<file path="config.mk">
export PLATFORM = sky130hd
export DESIGN_NAME = alu_op_sequencer
export DESIGN_NICKNAME = d
export VERILOG_FILES = /design/src/rtl/alu_op_sequencer.sv
export SDC_FILE = /design/constraint.sdc
export NUM_CORES = 1
export LEC_CHECK = 0
export CORE_AREA = 2 2 79 81
export DETAILED_ROUTE_END_ITERATION = 10
export DIE_AREA = 0 0 81 83
export SLEW_MARGIN = 20
export SYNTH_ARGS = -nofsm -noshare
export SYNTH_HDL_FRONTEND = slang
export SYNTH_SLANG_ARGS = --single-unit
</file>
<file path="constraint.sdc">
create_clock -name clk -period 1.6 [get_ports clk]
set_clock_uncertainty 0.15 [all_clocks]
set_input_delay 0.16 -clock clk [delete_from_list [all_inputs] [get_ports clk]]
set_output_delay 0.16 -clock clk [all_outputs]
set_load 0.01 [all_outputs]
</file>
<file path="src/rtl/alu_op_sequencer.sv">
// Byte-serial front end for the 8-bit ALU: collects opcode, A and B, launches the ALU and holds the result.
// Optional feature: define ACC_CHAIN_EN so opcode bit 7 reuses the last result as operand A.
module alu_op_sequencer #(
    parameter int OP_W    = 4,
    parameter int NUM_OPS = 8,
    parameter int FLAG_W  = 4,
    parameter int LAT     = 1
) (
    input  logic              clk,
    input  logic              rst_n,
    input  logic              ena,
    input  logic [7:0]        in_data,
    input  logic              in_valid,
    output logic              in_ready,
    output logic [7:0]        alu_a,
    output logic [7:0]        alu_b,
    output logic [OP_W-1:0]   alu_op,
    output logic              alu_start,
    input  logic [7:0]        alu_result,
    input  logic [FLAG_W-1:0] alu_flags,
    output logic [7:0]        res_data,
    output logic [FLAG_W-1:0] res_flags,
    output logic              res_err,
    output logic              res_valid,
    input  logic              res_ready,
    output logic              busy
);

    typedef enum logic [2:0] {
        S_OP   = 3'd0,
        S_A    = 3'd1,
        S_B    = 3'd2,
        S_EXEC = 3'd3,
        S_RES  = 3'd4
    } state_t;

    localparam logic [3:0]  LAT_C     = 4'(LAT);
    localparam logic [31:0] NUM_OPS_U = 32'(NUM_OPS);

    state_t            state_q, state_d;
    logic [3:0]        cnt_q, cnt_d;
    logic [7:0]        alu_a_q, alu_a_d;
    logic [7:0]        alu_b_q, alu_b_d;
    logic [OP_W-1:0]   alu_op_q, alu_op_d;
    logic              alu_start_q, alu_start_d;
    logic [7:0]        res_data_q, res_data_d;
    logic [FLAG_W-1:0] res_flags_q, res_flags_d;
    logic              res_err_q, res_err_d;
    logic              res_valid_q, res_valid_d;

    logic [OP_W-1:0]   op_byte;
    logic              op_legal;
    logic              in_ready_int;
    logic              accept;

    assign op_byte  = in_data[OP_W-1:0];
    assign op_legal = ({{(32-OP_W){1'b0}}, op_byte} < NUM_OPS_U);

    // rst_n gates in_ready so nothing looks acceptable while reset is held.
    assign in_ready_int = rst_n & ena &
                          ((state_q == S_OP) || (state_q == S_A) || (state_q == S_B));
    assign accept       = in_valid & in_ready_int;

    always_comb begin
        state_d     = state_q;
        cnt_d       = cnt_q;
        alu_a_d     = alu_a_q;
        alu_b_d     = alu_b_q;
        alu_op_d    = alu_op_q;
        alu_start_d = alu_start_q;
        res_data_d  = res_data_q;
        res_flags_d = res_flags_q;
        res_err_d   = res_err_q;
        res_valid_d = res_valid_q;

        if (ena) begin
            case (state_q)
                S_OP: begin
                    if (accept) begin
                        alu_op_d = op_byte;
                        if (!op_legal) begin
                            res_data_d  = '0;
                            res_flags_d = '0;
                            res_err_d   = 1'b1;
                            res_valid_d = 1'b1;
                            state_d     = S_RES;
                        end
`ifdef ACC_CHAIN_EN
                        else if (in_data[7]) begin
                            alu_a_d = res_data_q;
                            state_d = S_B;
                        end
`endif
                        else begin
                            state_d = S_A;
                        end
                    end
                end
                S_A: begin
                    if (accept) begin
                        alu_a_d = in_data;
                        state_d = S_B;
                    end
                end
                S_B: begin
                    if (accept) begin
                        alu_b_d     = in_data;
                        cnt_d       = LAT_C;
                        alu_start_d = 1'b1;
                        state_d     = S_EXEC;
                    end
                end
                S_EXEC: begin
                    // The launch pulse only lasts for the first enabled EXEC cycle.
                    alu_start_d = 1'b0;
                    if (cnt_q == 4'd0) begin
                        res_data_d  = alu_result;
                        res_flags_d = alu_flags;
                        res_err_d   = 1'b0;
                        res_valid_d = 1'b1;
                        state_d     = S_RES;
                    end else begin
                        cnt_d = cnt_q - 4'd1;
                    end
                end
                S_RES: begin
                    if (res_valid_q && res_ready) begin
                        res_valid_d = 1'b0;
                        state_d     = S_OP;
                    end
                end
                default: begin
                    state_d = S_OP;
                end
            endcase
        end
    end

    always_ff @(posedge clk or negedge rst_n) begin
        if (!rst_n) begin
            state_q     <= S_OP;
            cnt_q       <= '0;
            alu_a_q     <= '0;
            alu_b_q     <= '0;
            alu_op_q    <= '0;
            alu_start_q <= 1'b0;
            res_data_q  <= '0;
            res_flags_q <= '0;
            res_err_q   <= 1'b0;
            res_valid_q <= 1'b0;
        end else begin
            state_q     <= state_d;
            cnt_q       <= cnt_d;
            alu_a_q     <= alu_a_d;
            alu_b_q     <= alu_b_d;
            alu_op_q    <= alu_op_d;
            alu_start_q <= alu_start_d;
            res_data_q  <= res_data_d;
            res_flags_q <= res_flags_d;
            res_err_q   <= res_err_d;
            res_valid_q <= res_valid_d;
        end
    end

    assign in_ready  = in_ready_int;
    assign alu_a     = alu_a_q;
    assign alu_b     = alu_b_q;
    assign alu_op    = alu_op_q;
    assign alu_start = alu_start_q;
    assign res_data  = res_data_q;
    assign res_flags = res_flags_q;
    assign res_err   = res_err_q;
    assign res_valid = res_valid_q;
    assign busy      = (state_q != S_OP);

endmodule

</file>
==> impl_metrics.csv <==
group,metric,value,unit
floorplan,num_rows,28,
finish,layout-drive-gt1-share,0.391,
routing,wl,4.89,mm
hold_path,whs_path_depth,3,
placed_design,dp_cells,322,
finish,num-fill-cells,517,
setup_path,cp_cell_sequence,"buf_6 > a2111oi_4 > and4_4 > buf_6 > mux2_4",
clock_network,clkSinkCount,42,
floorplan,die_w,81,microns
finish,final_cell_area,3330,sq um
synthesis,syn_area_per_cell,12.0,sq um
floorplan,start_util,0.340,
grt,overflow,0,
setup_path,startpoint_type,"flip-flop",
timing,finalSetupTns,-5.56,ns
timing,drv_slew,0,
floorplan,die_y,83,microns
synthesis,synth_top_area_share,0.532,
synthesis,syn-num-nets,192,
synthesis,synth.area.top_cells,"dfrtp_1 53%, mux2_2 8.0%, mux2i_1 6.1%, mux2_4 6.1%, nand2_1 4.2%",
setup_path,cpMostUsedCell,"buf_6",
flow_run,maxCapViolations,0,
timing,rsz0062_at_grt,"true",
clock_network,clk_path_buf_depth,2,
setup_path,slowest_delay,0.44,ns
power_and_ir_drop,power,0.00590,W
floorplan,design.core.area,5820,sq um
synthesis,ys_seq_elements,42,
timing,period_minus_slack,1.83,ns
power_and_ir_drop,powerDensity,1770,nW/um^2
hold_path,min_path_type,"in2reg",
timing,hold_violations,0,
grt,antenna_found_initial,0,
finish,instances_no_fill,349,
outcome,violations,"negative setup slack",
setup_path,crit_type,"reg2reg",
hold_path,holdCritStartpoint,"alu_flags[3]",
setup_path,cp.depth,5,
clock_network,cts_tree,"yes",
setup_path,critPathLaunch,"state_q[1]$_DFFE_PN0P_",
clock_network,clk_latency,0.30,ns
synthesis,ys.warnings.count,0,
synthesis,synth_sequential_area_ratio,0.532,
timing,finalWorstSetupSlack,-0.232,ns
outcome,status,"complete, but fails checks",
grt,grt_pass1_vias,1677,
setup_path,cp.required,1.64,ns
clock_network,root_buffer,"clkbuf_8",
synthesis,syn_area,1980,sq um
setup_path,path_buf_inv,2,
floorplan,die_area,6720,sq um
finish,layout.nets,300,
routing,via_per_inst,4.60,
setup_path,arrival,1.87,ns
setup_path,crit_fanout,5,
synthesis,synth.distinct_cells,38,
grt,grt_max_degree,26,
placed_design,place.gp.congestion,0.814,
finish,antennaDiodeCount,0,
timing,max_freq,546,MHz
timing,fin_crit_sh,1.15,
synthesis,syn_inst,165,
setup_path,critical_path.slowest_cell,"dfrtp_2",
routing,drtPass1Iterations,4,
setup_path,r2r_cells,5,
placed_design,hpwl,3.27,mm
routing,ant_nets,0,
floorplan,boundaryPins,62,
setup_path,critical_path.top_delay_family,"flip-flops",
clock_network,htreeDepth,2,
placed_design,port_buffers,61,
routing,routedWlPerCell,14.0,microns
timing,relSlewSlack,0.723,
timing,setup_violations,40,
clock_network,cts_buffers,5,
routing,drc,0,
grt,grt_usage,0.157,
setup_path,r2r_start,"state_q[1]$_DFFE_PN0P_",
power_and_ir_drop,p_leak,1.57,nW
setup_path,crit_path_end_kind,"flip-flop",
routing,vias,1607,
clock_network,cts.reportedPaths.clkPinSlew,0.09,ns
power_and_ir_drop,irDropWorstVdd,0.870,mV
synthesis,post-synth-top-area-cell,"dfrtp_1",
placed_design,place_area,2860,sq um
routing,drt_iter0_drc,52,
grt,grt_pass1_wl,8.15,mm
timing,worst_pin_slew,0.414,ns
finish,synthToLayoutAreaGrowth,68.4,%
==> cells by family (layout without fill, tap and decap cells) <==
group | after synthesis | count (layout) | synth area share
flip-flops | 42 | 42 | 0.532
AND/OR/NAND/NOR | 39 | 40 | 0.102
multiplexers | 34 | 34 | 0.201
buffers and inverters | 28 | 136 | 0.0696
AO/OA/AOI/OAI | 20 | 20 | 0.0829
adder cells (fa/ha/maj) | 2 | 2 | 0.0127
==> layer usage <==
layer	track usage	part of all wire
met1	0.204	0.46
met2	0.246	0.46
met3	0.0489	0.064
met4	0.0539	0.022
met5	0	0
==> area by class of cell <==
cell class / count / area, sq um / share of cell area
repair buffers: 108 / 1050 / 0.317
multi-input cells: 96 / 938 / 0.282
well taps: 75 / 93.8 / 0.0282
inverters: 20 / 75.1 / 0.0226
clock buffers: 5 / 68.8 / 0.0207
flip-flops and latches: 42 / 1050 / 0.317
clock inverters: 3 / 43.8 / 0.0132
==> repair_timing <==
action                                  4_1_cts  5_1_grt
resized for setup                            36       20
gates cloned                                  2        0
hold endpoints to repair                     42        0
pin swaps                                     9        4
setup buffers                                12        3
endpoints found under the setup margin       43       45
hold buffers                                  3        0
==> power breakdown <==
part	internal, W	leakage, nW	total, W	switching, W
Combinational	0.00190	0.976	0.00319	0.00128
Sequential	0.00151	0.535	0.00184	0.000331
Clock	0.000468	0.0585	0.000867	0.000399
Total	0.00389	1.57	0.00590	0.00201
==> through the flow <==
stage	hold WS, ns	setup slack (ns)	utilization
2_1_floorplan	-0.286	-0.156	-
3_3_place_gp	0.108	-0.468	0.492
3_5_place_dp	0.107	-0.499	0.492
4_1_cts	0.235	-0.243	0.560
5_1_grt	0.256	-0.296	0.572
6_report	0.248	-0.232	0.572
==> layout by cell type, fill, tap and decap left out, types with 2 or more instances in the layout <==
cell type,n
nand2_2,2
clkbuf_8,5
mux2_4,11
nand2_1,19
inv_1,16
dlygate4sd3_1,2
o21ai_1,3
inv_2,4
nor2_1,4
dfrtp_1,40
nand2_4,3
o21a_1,2
buf_6,12
buf_4,31
buf_12,2
mux2i_1,12
clkdlybuf4s50_1,57
nand3_4,2
nor3_1,2
mux2_2,11
dfrtp_2,2
==> final timing paths <==
path                                                 end  slack (ns)
worst max-delay path                alu_b[7]$_DFFE_PN0P_       -0.23
worst min-delay path            res_flags[3]$_DFFE_PN0P_        0.25
worst max register to register      alu_b[7]$_DFFE_PN0P_       -0.23
worst min register to register     alu_start$_DFFE_PN0P_        0.35
max in group asynchronous         state_q[1]$_DFFE_PN0P_        0.75
min in group asynchronous          alu_op[0]$_DFFE_PN0P_        0.39
==> synthesized netlist by cell type (all sizes together) <==
| master | n |
|---|---|
| a211oi | 1 |
| nor2 | 4 |
| o41ai | 1 |
| a22oi | 1 |
| and3b | 1 |
| o21a | 2 |
| o2bb2ai | 1 |
| a22o | 1 |
| inv | 20 |
| nor3b | 2 |
| dfrtp | 42 |
| and4 | 1 |
| a21oi | 1 |
| mux2i | 12 |
| nand3 | 2 |
| a21o | 1 |
| nand3b | 1 |
| and2 | 1 |
| nor3 | 3 |
| mux2 | 22 |
| o22ai | 1 |
| ha | 2 |
| a32o | 1 |
| clkbuf | 2 |
| nand2 | 24 |
| a2111oi | 1 |
| o2111ai | 1 |
| o21ai | 5 |
| a41oi | 1 |
| buf | 6 |
| o31ai | 1 |
==> state kept, by name, indices dropped and copies added (netlist names) <==
signal / count
state_q: 3
res_flags: 4
res_data: 8
alu_b: 8
alu_a: 8
alu_op: 4
cnt_q: 4
res_err: 1
alu_start: 1
res_valid: 1
==> tightest hold or removal path, cell delays in order <==
cell	delay [ns]
clkdlybuf4s50_1	0.39
nand2_1	0.05
mux2i_1	0.05
Note: power is estimated with default switching activity, not from simulation.
